**src/rtl/sa_cache_pkg.sv**
```systemverilog
// Shared types and sizing helpers for the set-associative cache refill controller.
package sa_cache_pkg;

  localparam int unsigned MAX_ADDR_W = 64;

  // Refill controller states.
  typedef enum logic [2:0] {
    IDLE    = 3'd0,
    WB      = 3'd1,
    RD_REQ  = 3'd2,
    RD_DATA = 3'd3,
    FILL    = 3'd4
  } state_e;

  // Line size in bits.
  function automatic int unsigned calc_line_size_bits(input int unsigned line_bytes);
    return line_bytes * 8;
  endfunction

  // Number of bus beats per line.
  function automatic int unsigned calc_beats(input int unsigned line_bytes,
                                             input int unsigned data_width);
    return (line_bytes * 8) / data_width;
  endfunction

  // Byte-offset bits within a line.
  function automatic int unsigned calc_offset_bits(input int unsigned line_bytes);
    return $clog2(line_bytes);
  endfunction

  // Clear the in-line byte offset of an address.
  function automatic logic [MAX_ADDR_W-1:0] line_align(input logic [MAX_ADDR_W-1:0] addr,
                                                       input int unsigned offset_bits);
    logic [MAX_ADDR_W-1:0] mask;
    mask = ~((MAX_ADDR_W'(1) << offset_bits) - MAX_ADDR_W'(1));
    return addr & mask;
  endfunction

endpackage

```
**src/rtl/sa_cache_line_buffer.sv**
```systemverilog
// Word-indexed line assembly buffer; line_c shows the stored words with any
// same-cycle write already merged in, so the final beat can be captured directly.
module sa_cache_line_buffer #(
  parameter int unsigned DATA_WIDTH = 32,
  parameter int unsigned BEATS      = 16,
  parameter int unsigned IDX_W      = 4
) (
  input  logic                          clk,
  input  logic                          rst,
  input  logic                          we,
  input  logic [IDX_W-1:0]              idx,
  input  logic [DATA_WIDTH-1:0]         wdata,
  output logic [BEATS*DATA_WIDTH-1:0]   line_c
);

  logic [BEATS-1:0][DATA_WIDTH-1:0] words;

  // Indexed word storage.
  always_ff @(posedge clk or negedge rst) begin
    if (!rst) begin
      words <= '0;
    end else if (we) begin
      words[idx] <= wdata;
    end
  end

  // Full line with pending write bypassed.
  always_comb begin
    line_c = words;
    if (we) begin
      line_c[idx*DATA_WIDTH +: DATA_WIDTH] = wdata;
    end
  end

endmodule

```
**src/rtl/sa_cache_refill_ctrl.sv**
```systemverilog
// Miss handler for the 4-way set-associative cache: optional dirty-victim
// writeback, beat-wise line fetch, single-cycle fill strobe.
// Optional perf counters (o_miss_count, o_wb_count) under SA_CACHE_CTRL_PERF_EN.
module sa_cache_refill_ctrl
  import sa_cache_pkg::*;
#(
  parameter int unsigned LINE_SIZE_BYTES = 64,
  parameter int unsigned DATA_WIDTH      = 32,
  parameter int unsigned ADDRESS_WIDTH   = 32,
  parameter int unsigned WAYS            = 4,
  localparam int unsigned LINE_SIZE_BITS = calc_line_size_bits(LINE_SIZE_BYTES),
  localparam int unsigned WAY_W          = (WAYS > 1) ? $clog2(WAYS) : 1
) (
  input  logic                      clk,
  input  logic                      rst,
  input  logic                      i_miss_valid,
  output logic                      o_miss_ready,
  input  logic [ADDRESS_WIDTH-1:0]  i_miss_addr,
  input  logic [WAY_W-1:0]          i_miss_way,
  input  logic                      i_evict_dirty,
  input  logic [ADDRESS_WIDTH-1:0]  i_evict_addr,
  input  logic [LINE_SIZE_BITS-1:0] i_evict_line,
  output logic                      o_fill_valid,
  output logic [WAY_W-1:0]          o_fill_way,
  output logic [LINE_SIZE_BITS-1:0] o_fill_line,
  output logic                      o_busy,
  output logic                      o_mem_valid,
  output logic                      o_mem_we,
  output logic [ADDRESS_WIDTH-1:0]  o_mem_addr,
  output logic [DATA_WIDTH-1:0]     o_mem_wdata,
  input  logic                      i_mem_ready,
  input  logic                      i_mem_rvalid,
  input  logic [DATA_WIDTH-1:0]     i_mem_rdata
`ifdef SA_CACHE_CTRL_PERF_EN
  ,
  output logic [31:0]               o_miss_count,
  output logic [31:0]               o_wb_count
`endif
);

  localparam int unsigned BEATS       = calc_beats(LINE_SIZE_BYTES, DATA_WIDTH);
  localparam int unsigned OFFSET_BITS = calc_offset_bits(LINE_SIZE_BYTES);
  localparam int unsigned BEAT_W      = (BEATS > 1) ? $clog2(BEATS) : 1;
  localparam int unsigned WORD_BYTES  = DATA_WIDTH / 8;

  state_e                      state;
  logic [BEAT_W-1:0]           beat;
  logic [ADDRESS_WIDTH-1:0]    miss_base_q;
  logic [ADDRESS_WIDTH-1:0]    evict_base_q;
  logic [WAY_W-1:0]            way_q;
  logic [LINE_SIZE_BITS-1:0]   evict_line_q;

  logic                        accept_c;
  logic                        mem_hs_c;
  logic                        buf_we_c;
  logic                        last_beat_c;
  logic [BEAT_W-1:0]           beat_nxt_c;
  logic [ADDRESS_WIDTH-1:0]    miss_base_c;
  logic [ADDRESS_WIDTH-1:0]    evict_base_c;
  logic [ADDRESS_WIDTH-1:0]    wb_addr_nxt_c;
  logic [DATA_WIDTH-1:0]       wb_data_nxt_c;
  logic [LINE_SIZE_BITS-1:0]   line_c;

  // Handshakes, aligned bases and next writeback beat.
  always_comb begin
    accept_c      = i_miss_valid & o_miss_ready;
    mem_hs_c      = o_mem_valid & i_mem_ready;
    buf_we_c      = (state == RD_DATA) & i_mem_rvalid;
    last_beat_c   = (beat == BEAT_W'(BEATS - 1));
    beat_nxt_c    = beat + BEAT_W'(1);
    miss_base_c   = ADDRESS_WIDTH'(line_align(MAX_ADDR_W'(i_miss_addr), OFFSET_BITS));
    evict_base_c  = ADDRESS_WIDTH'(line_align(MAX_ADDR_W'(i_evict_addr), OFFSET_BITS));
    wb_addr_nxt_c = evict_base_q + ADDRESS_WIDTH'(beat_nxt_c) * ADDRESS_WIDTH'(WORD_BYTES);
    wb_data_nxt_c = evict_line_q[beat_nxt_c*DATA_WIDTH +: DATA_WIDTH];
  end

  sa_cache_line_buffer #(
    .DATA_WIDTH (DATA_WIDTH),
    .BEATS      (BEATS),
    .IDX_W      (BEAT_W)
  ) u_line_buffer (
    .clk    (clk),
    .rst    (rst),
    .we     (buf_we_c),
    .idx    (beat),
    .wdata  (i_mem_rdata),
    .line_c (line_c)
  );

  // Refill FSM with registered outputs.
  always_ff @(posedge clk or negedge rst) begin
    if (!rst) begin
      state        <= IDLE;
      beat         <= '0;
      miss_base_q  <= '0;
      evict_base_q <= '0;
      way_q        <= '0;
      evict_line_q <= '0;
      o_miss_ready <= 1'b0;
      o_busy       <= 1'b0;
      o_mem_valid  <= 1'b0;
      o_mem_we     <= 1'b0;
      o_mem_addr   <= '0;
      o_mem_wdata  <= '0;
      o_fill_valid <= 1'b0;
      o_fill_way   <= '0;
      o_fill_line  <= '0;
    end else begin
      case (state)
        IDLE: begin
          o_miss_ready <= 1'b1;
          if (accept_c) begin
            o_miss_ready <= 1'b0;
            o_busy       <= 1'b1;
            miss_base_q  <= miss_base_c;
            evict_base_q <= evict_base_c;
            way_q        <= i_miss_way;
            evict_line_q <= i_evict_line;
            beat         <= '0;
            o_mem_valid  <= 1'b1;
            if (i_evict_dirty) begin
              state       <= WB;
              o_mem_we    <= 1'b1;
              o_mem_addr  <= evict_base_c;
              o_mem_wdata <= i_evict_line[DATA_WIDTH-1:0];
            end else begin
              state       <= RD_REQ;
              o_mem_we    <= 1'b0;
              o_mem_addr  <= miss_base_c;
              o_mem_wdata <= '0;
            end
          end
        end
        WB: begin
          if (mem_hs_c) begin
            if (last_beat_c) begin
              beat        <= '0;
              state       <= RD_REQ;
              o_mem_we    <= 1'b0;
              o_mem_addr  <= miss_base_q;
              o_mem_wdata <= '0;
            end else begin
              beat        <= beat_nxt_c;
              o_mem_addr  <= wb_addr_nxt_c;
              o_mem_wdata <= wb_data_nxt_c;
            end
          end
        end
        RD_REQ: begin
          if (mem_hs_c) begin
            o_mem_valid <= 1'b0;
            o_mem_addr  <= '0;
            beat        <= '0;
            state       <= RD_DATA;
          end
        end
        RD_DATA: begin
          if (i_mem_rvalid) begin
            if (last_beat_c) begin
              beat         <= '0;
              state        <= FILL;
              o_fill_valid <= 1'b1;
              o_fill_way   <= way_q;
              o_fill_line  <= line_c;
            end else begin
              beat <= beat_nxt_c;
            end
          end
        end
        FILL: begin
          o_fill_valid <= 1'b0;
          o_busy       <= 1'b0;
          o_miss_ready <= 1'b1;
          state        <= IDLE;
        end
        default: state <= IDLE;
      endcase
    end
  end

`ifdef SA_CACHE_CTRL_PERF_EN
  // Saturating miss and writeback counters.
  always_ff @(posedge clk or negedge rst) begin
    if (!rst) begin
      o_miss_count <= '0;
      o_wb_count   <= '0;
    end else if (accept_c) begin
      if (o_miss_count != '1) begin
        o_miss_count <= o_miss_count + 32'd1;
      end
      if (i_evict_dirty && (o_wb_count != '1)) begin
        o_wb_count <= o_wb_count + 32'd1;
      end
    end
  end
`endif

endmodule

```
**config.mk**
```make
export PLATFORM = sky130hd
export DESIGN_NAME = sa_cache_refill_ctrl
export DESIGN_NICKNAME = d
export VERILOG_FILES = /design/src/rtl/sa_cache_pkg.sv /design/src/rtl/sa_cache_line_buffer.sv /design/src/rtl/sa_cache_refill_ctrl.sv
export SDC_FILE = /design/constraint.sdc
export NUM_CORES = 2
export LEC_CHECK = 0
export BUFFER_PORTS_ARGS = -buffer_cell sky130_fd_sc_hd__buf_2
export CAP_MARGIN = 20
export CORE_AREA = 2 2 462 464
export CTS_BUF_LIST = sky130_fd_sc_hd__clkbuf_4 sky130_fd_sc_hd__clkbuf_8 sky130_fd_sc_hd__clkbuf_16
export DETAILED_ROUTE_END_ITERATION = 7
export DIE_AREA = 0 0 464 466
export GPL_TIMING_DRIVEN = 0
export MAX_ROUTING_LAYER = met4
export SLEW_MARGIN = 30
export SYNTH_ARGS = -nofsm -noshare
export SYNTH_HDL_FRONTEND = slang
export SYNTH_SLANG_ARGS = --single-unit
```
**constraint.sdc**
```tcl
create_clock -name clk -period 3.2 [get_ports clk]
set_clock_uncertainty 0.15 [all_clocks]
set_input_delay 0.16 -clock clk [delete_from_list [all_inputs] [get_ports clk]]
set_output_delay 0.16 -clock clk [all_outputs]
set_load 0.1 [all_outputs]
```
After elaboration in Yosys (flattened, before gate mapping)
Index checks and enable logic that the tools add are counted.
{ "classes": {"n_addsub": 3, "magnitude_cmp": 2, "eq_ne": 11, "n_shift": 3, "muxes": 44, "n_bitwise": 3, "reduce_logical": 18} }
{ "op_table": {"columns": ["op", "count"], "rows": [
  ["bitwise mux 512 bit", 2],
  ["two-way mux 512 bit", 1],
  ["variable shift 32 x 34 -> 512 bit (first input constant)", 1],
  ["variable part select 32 x 34 -> 512 bit", 1],
  ["variable part select 512 x 10 -> 32 bit", 1],
  ["two-way mux 32 bit", 10],
  ["demux 32 bit (select 4 bit)", 1],
  ["case mux 32 bit (3 select lines)", 1],
  ["case mux 32 bit (2 select lines)", 1],
  ["negator 9 -> 34 bit", 1],
  ["adder 32 x 6 -> 32 bit", 1],
  ["two-way mux 4 bit", 5],
  ["two-way mux 3 bit", 6],
  ["case mux 4 bit (4 select lines)", 1],
  ["inequality test 2 bit (second input constant)", 6],
  ["case mux 3 bit (4 select lines)", 1],
  ["AND reduction 3 bit", 4],
  ["case mux 1 bit (2 select lines)", 5],
  ["two-way mux 1 bit", 9],
  ["AND reduction 4 bit", 2],
  ["nonzero test 2 bit", 4],
  ["== test 3 x 2 -> 1 bit (second input constant)", 2],
  ["AND reduction 6 bit", 1],
  ["less-than comparator 4 x 5 -> 1 bit (second input constant)", 1],
  ["other kinds (13)", 16]
]} }
{ "word_totals": {"register_bits": 1668, "input_bits": 616, "output_inout_bits": 583} }

Logic depth before layout (Yosys ltp)
{ "logic_depth": {"ltp_word": 5, "depth_mapped": 13, "mapped_depth_nobuf": 7} }

Cells and area by module
From an unflattened synthesis, not the netlist that was laid out.
{ "hier_totals": {"cells_unflattened": 7449, "hier_area_um2": 74054.8} }
{ "by_module_without_submodules": {"columns": ["mod", "n_inst", "cells_per_inst", "area_per_inst_um2", "seq_area_each_um2"], "rows": [
  ["sa_cache_refill_ctrl", 1, 5251, 48362.6, 28877.7],
  ["sa_cache_line_buffer", 1, 2198, 25692.1, 12812.3]
]} }

Least setup slack after synthesis
Ideal clock, no wire load.
{ "synth_timing": {"path_kind": "register to register", "from": "register beat[0]", "to": "register o_fill_line[410]", "arrival_time_ns": 3.084, "t_required_ns": 2.928, "slack_ns": -0.156, "path_stages_with_launch": 14, "n_path_buf": 6, "path_cell_list": "dfrtp_1 > buf_6 > buf_2 > buf_2 > nor3_1 > ha_1 > buf_4 > or3_1 > clkbuf_1 > a2111oi_4 > nor2_4 > buf_2 > a22oi_1 > nand2_1"} }
{ "synth_via": {"elab_chain_len": 4, "elab_cells_between_ends": 7, "classes_between": "1 x add/sub; 1 x eq/ne; 2 x shift; 2 x mux; 1 x reduce/logical"} }
{ "synth_lines": {"columns": ["element", "line_no", "rtl"], "rows": [
  ["from (decl)", "sa_cache_refill_ctrl.sv:47", "logic [BEAT_W-1:0] beat;"],
  ["from (signal assigned)", "sa_cache_refill_ctrl.sv:143", "beat <= beat_nxt_c;"],
  ["from (signal assigned)", "sa_cache_refill_ctrl.sv:166", "beat <= beat_nxt_c;"],
  ["negator 9 -> 34 bit", "sa_cache_line_buffer.sv:31", "line_c[idx*DATA_WIDTH +: DATA_WIDTH] = wdata;"],
  ["variable part select 32 x 34 -> 512 bit / variable shift 32 x 34 -> 512 bit (equally long branches)", "sa_cache_line_buffer.sv:31", null],
  ["bitwise mux 512 bit", "sa_cache_line_buffer.sv:31", null],
  ["two-way mux 512 bit", "sa_cache_line_buffer.sv:30", "if (we) begin"],
  ["to (signal assigned)", "sa_cache_refill_ctrl.sv:164", "o_fill_line <= line_c;"],
  ["to (decl)", "sa_cache_refill_ctrl.sv:25", "output logic [LINE_SIZE_BITS-1:0] o_fill_line,"]
]} }
Parallel ways exist; a longest one is shown, timed or not.
A chain may end at the register's enable or synchronous reset.

Final worst setup path
{ "layout_timing": {"from": "register state[2]", "to": "register u_line_buffer.words[370] (netlist name)"} }
{ "layout_via": {"elab_chain_len": 2} }
{ "layout_lines": {"columns": ["element", "line_no", "rtl"], "rows": [
  ["from (decl)", "sa_cache_refill_ctrl.sv:46", "state_e state;"],
  ["from (signal assigned)", "sa_cache_refill_ctrl.sv:93", "state <= IDLE;"],
  ["from (signal assigned)", "sa_cache_refill_ctrl.sv:122", "state <= WB;"],
  ["from (signal assigned)", "sa_cache_refill_ctrl.sv:127", "state <= RD_REQ;"],
  ["== test 3 x 2 -> 1 bit", "sa_cache_refill_ctrl.sv:68", "buf_we_c = (state == RD_DATA) & i_mem_rvalid;"],
  ["AND 1 bit", "sa_cache_refill_ctrl.sv:68", null],
  ["to (signal, indexed assignment)", "sa_cache_line_buffer.sv:23", "words[idx] <= wdata;"],
  ["to (decl)", "sa_cache_line_buffer.sv:16", "logic [BEATS-1:0][DATA_WIDTH-1:0] words;"]
]} }
Every way passes these cells.

==> impl_metrics.yaml <==
run_status:
  status: "finished, violations left"
  violations: "setup timing"
worst_setup_path:
  critPathArrivalTime_ns: 3.82
  path_max_fanout: 10
  worst_ep_required_time_ns: 3.79
  critPathKind: "flip-flop to flip-flop"
  endpoint_kind: "flip-flop"
  cp-start-kind: "flip-flop"
clocking:
  h-tree-depth: 4
  cts_tree: "done"
  clk_latency_ns: 0.87
  clkSinkCount: 1666
  root_buffer: "clkbuf_16"
  clkTransAtPathRegs_ns: 0.06
  cts.path.max_buffers: 3
  numCtsBuffers: 184
logic_synthesis:
  synth_edf_count: 0
  ys_seq_elements: 1666
  async_reset_ff_share_pct: 100
  synth_flop_cell: "dfrtp_1"
  ys_types: 66
  ys_warn_count: 0
  synthCells: 6660
  seq_area_frac_synth_pct: 58.8
  netlist_area_mm2: 0.0709
  synth.area.mux_share_pct: 14.5
  synth_compound_area_share_pct: 7.52
  synth_top_family_by_area: "simple AND/OR/NAND/NOR gates"
  synth_fa_ha_area_share_pct: 0.0882
  yosys.area_share.simple_pct: 15.8
  synth_xor_area_share_pct: 0.0952
  avgSynthCellArea_um2: 10.7
detailed_routing:
  ant_nets: 0
  wire_per_inst_um: 31.9
  finalWirelength_um: 392000
  drc: 0
  firstDrtPassIters: 8
  avgViaCountPerCell: 5.49
  initialDrtViolationCount: 7723
  vias: 67503
timing:
  fin_crit_sh_pct: 101
  min_period_ns: 3.22
  setup_slack_ns: -0.0228
  rsz0062_at_grt: "yes"
  worst_pin_slew_ns: 1.11
  finalSetupViolations: 20
  whs_ns: 0.0649
  fmax_ghz: 0.310
  slew_headroom_pct: 26.1
  slew_violations: 0
  timing.final.hold_violations: 0
pwr:
  vdd_drop_max_mv: 0.673
  power_leakage_nw: 51.8
  power_density_mw_per_mm2: 861
  power_mw: 88.0
floorplanning:
  die_area_mm2: 0.216
  initial_utilization_pct: 33.6
  num_rows: 169
  core_mm2: 0.211
  die-width_um: 464
  boundaryPins: 1199
  chipHeight_um: 466
layout:
  layout-drive-gt1-share_pct: 28.9
  area_growth_pct: 44.0
  postLayoutCellArea_mm2: 0.102
  fillCellCount: 18887
  nets: 9873
  final_cells: 12289
  utilization_pct: 48.3
global_routing:
  track_usage_pct: 36.2
  grt_max_degree: 119
  antenna_found_initial: 71
  grt_pass1_vias: 67212
  grt_pass1_wl_um: 530000
  grt_remaining_overflow: 0
placed_design:
  place_inst: 10688
  hpwl_um: 290000
  postPlaceCellArea_mm2: 0.0816
  gp_congestion: 0.995
  io_buffers: 1158
worst_hold_path:
  hold_class: "input pin to flip-flop"
job:
  maxCapViolations: 0
[synth_stat cells (2+ instances only)]
cell / instances / area (µm²)
and3_1: 36 / 225
nor3_1: 15 / 75.1
o22ai_1: 2 / 12.5
a221oi_1: 39 / 342
mux2i_1: 196 / 1960
a22oi_1: 78 / 586
a222oi_1: 9 / 90.1
a2111oi_4: 6 / 165
nand3_1: 86 / 430
nor2_1: 274 / 1030
o21ai_0: 214 / 1070
nand4_1: 4 / 25.0
nor4_1: 3 / 18.8
and2_1: 22 / 138
a221o_1: 109 / 1090
or3_1: 2 / 12.5
nand3b_1: 6 / 45.0
o211ai_1: 25 / 188
a32oi_1: 51 / 447
clkbuf_1: 347 / 1300
a211oi_1: 2 / 15.0
o31ai_1: 5 / 37.5
nand2_2: 3 / 18.8
mux4_2: 128 / 2880
nor2_2: 3 / 18.8
buf_1: 73 / 274
nor3b_1: 2 / 15.0
a211oi_2: 2 / 25.0
a31oi_1: 80 / 500
mux2_2: 482 / 5430
buf_4: 15 / 113
o21ai_1: 16 / 80.1
nand2b_1: 5 / 31.3
buf_2: 99 / 495
inv_1: 17 / 63.8
dfrtp_1: 1666 / 41700
xnor2_1: 3 / 26.3
nand2_1: 2407 / 9030
a2bb2oi_1: 2 / 17.5
ha_1: 5 / 62.6
nor2b_1: 6 / 37.5
a21oi_1: 60 / 300
o22a_1: 32 / 280
[state kept, by name, summed over array words and instances (netlist names), 2 cells and up]
register             flops
evict_line_q           512
o_fill_line            512
u_line_buffer.words    512
o_mem_wdata             32
o_mem_addr              30
evict_base_q            26
miss_base_q             26
beat                     4
state                    3
o_fill_way               2
way_q                    2
[critical path, cell delays in order (launching register included)]
cell and delay (ns):
dfrtp_2 0.49, buf_2 0.20, nand4b_1 0.17, buf_4 0.17, buf_2 0.30, nor3_4 0.36, nand2_1 0.36, clkdlybuf4s15_2 0.51
mux2_2 0.38
[metal layers]
metal  track usage (%)  wire length, µm  vias up
met1              40.5           139000    34099
met4              29.4            39700        0
li1                  -                -    27839
met3              7.60            33400     1257
met2              56.2           180000     4308
met5                 -                0        -
[layout by cell type (no fill, tap or decap), drive strengths merged, types with 9 or more instances in the layout]
cell type       n
a21oi          61
a221o         109
a221oi         39
a222oi          9
a22oi          78
a31oi          80
a32oi          51
and2           22
and3           36
buf          1445
bufinv         15
clkbuf        616
clkinv         40
dfrtp        1666
diode          71
dlygate4sd3  1137
inv            22
mux2          482
mux2i         196
mux4          128
nand2        2410
nand3          86
nor2          278
nor3           15
o211ai         25
o21ai         230
o22a           32
[path summary, 6_finish.rpt]
kind | from | end | slack, ns | cells after the start
setup / recovery | state[2]$_DFFE_PN0P_ | u_line_buffer.words[370]$_DFFE_PN0P_ | -0.02 | 8
hold / removal | i_evict_line[459] | evict_line_q[459]$_DFFE_PN0P_ | 0.06 | 4
setup reg to reg | state[2]$_DFFE_PN0P_ | u_line_buffer.words[370]$_DFFE_PN0P_ | -0.02 | 8
hold reg to reg | u_line_buffer.words[66]$_DFFE_PN0P_ | o_fill_line[66]$_DFFE_PN0P_ | 0.31 | 1
max in group asynchronous | rst | evict_line_q[414]$_DFFE_PN0P_ | 0.26 | 14
min in group asynchronous | rst | o_fill_line[25]$_DFFE_PN0P_ | 0.43 | 9
[layout make-up]
class                           instances  area (µm²)  area share [%]
Multi-Input combinational cell       4442       28000            27.4
Clock inverter                         67         946           0.926
Tap cell                             2821        3530            3.46
Buffer                                530        2930            2.87
Clock buffer                          264        5480            5.37
Antenna cell                           71         178           0.174
Inverter                               17        71.3          0.0698
Timing Repair Buffer                 2411       19300            18.9
Sequential cell                      1666       41700            40.8
[power by group]
group / internal [mW] / switching, mW / leakage [nW]
Combinational: 11.8 / 22.8 / 26.4
Sequential: 26.7 / 3.90 / 22.2
Clock: 13.2 / 9.55 / 3.21
Total: 51.7 / 36.2 / 51.8
[through the flow]
| stage | setup TNS (ns) | setup slack [ns] |
|---|---|---|
| final | -0.247 | -0.0228 |
| after global placement | - | -37.95 |
| after detailed placement | -1216.91 | -2.75 |
| after CTS | -0.00234 | -0.00234 |
| after global routing | -0.180 | -0.0360 |
| after floorplan | 0 | 0.0319 |
[cells by family after synthesis]
group / after synthesis
flip-flops: 1666
AND/OR/NAND/NOR: 2883
multiplexers: 806
buffers and inverters: 553
other: 1
XOR/XNOR: 6
adder cells (fa/ha/maj): 5
AO/OA/AOI/OAI: 740
[timing repair]
action                                 4_1_cts  5_1_grt
endpoints found under the hold margin     1372      423
setup endpoints to repair                 1149      923
setup buffers                               44        4
cloned                                       0        4
resized for setup                          432       73
hold buffers                              1128       25
pin swaps                                   14        5
Power figures use the tool's default switching activity.
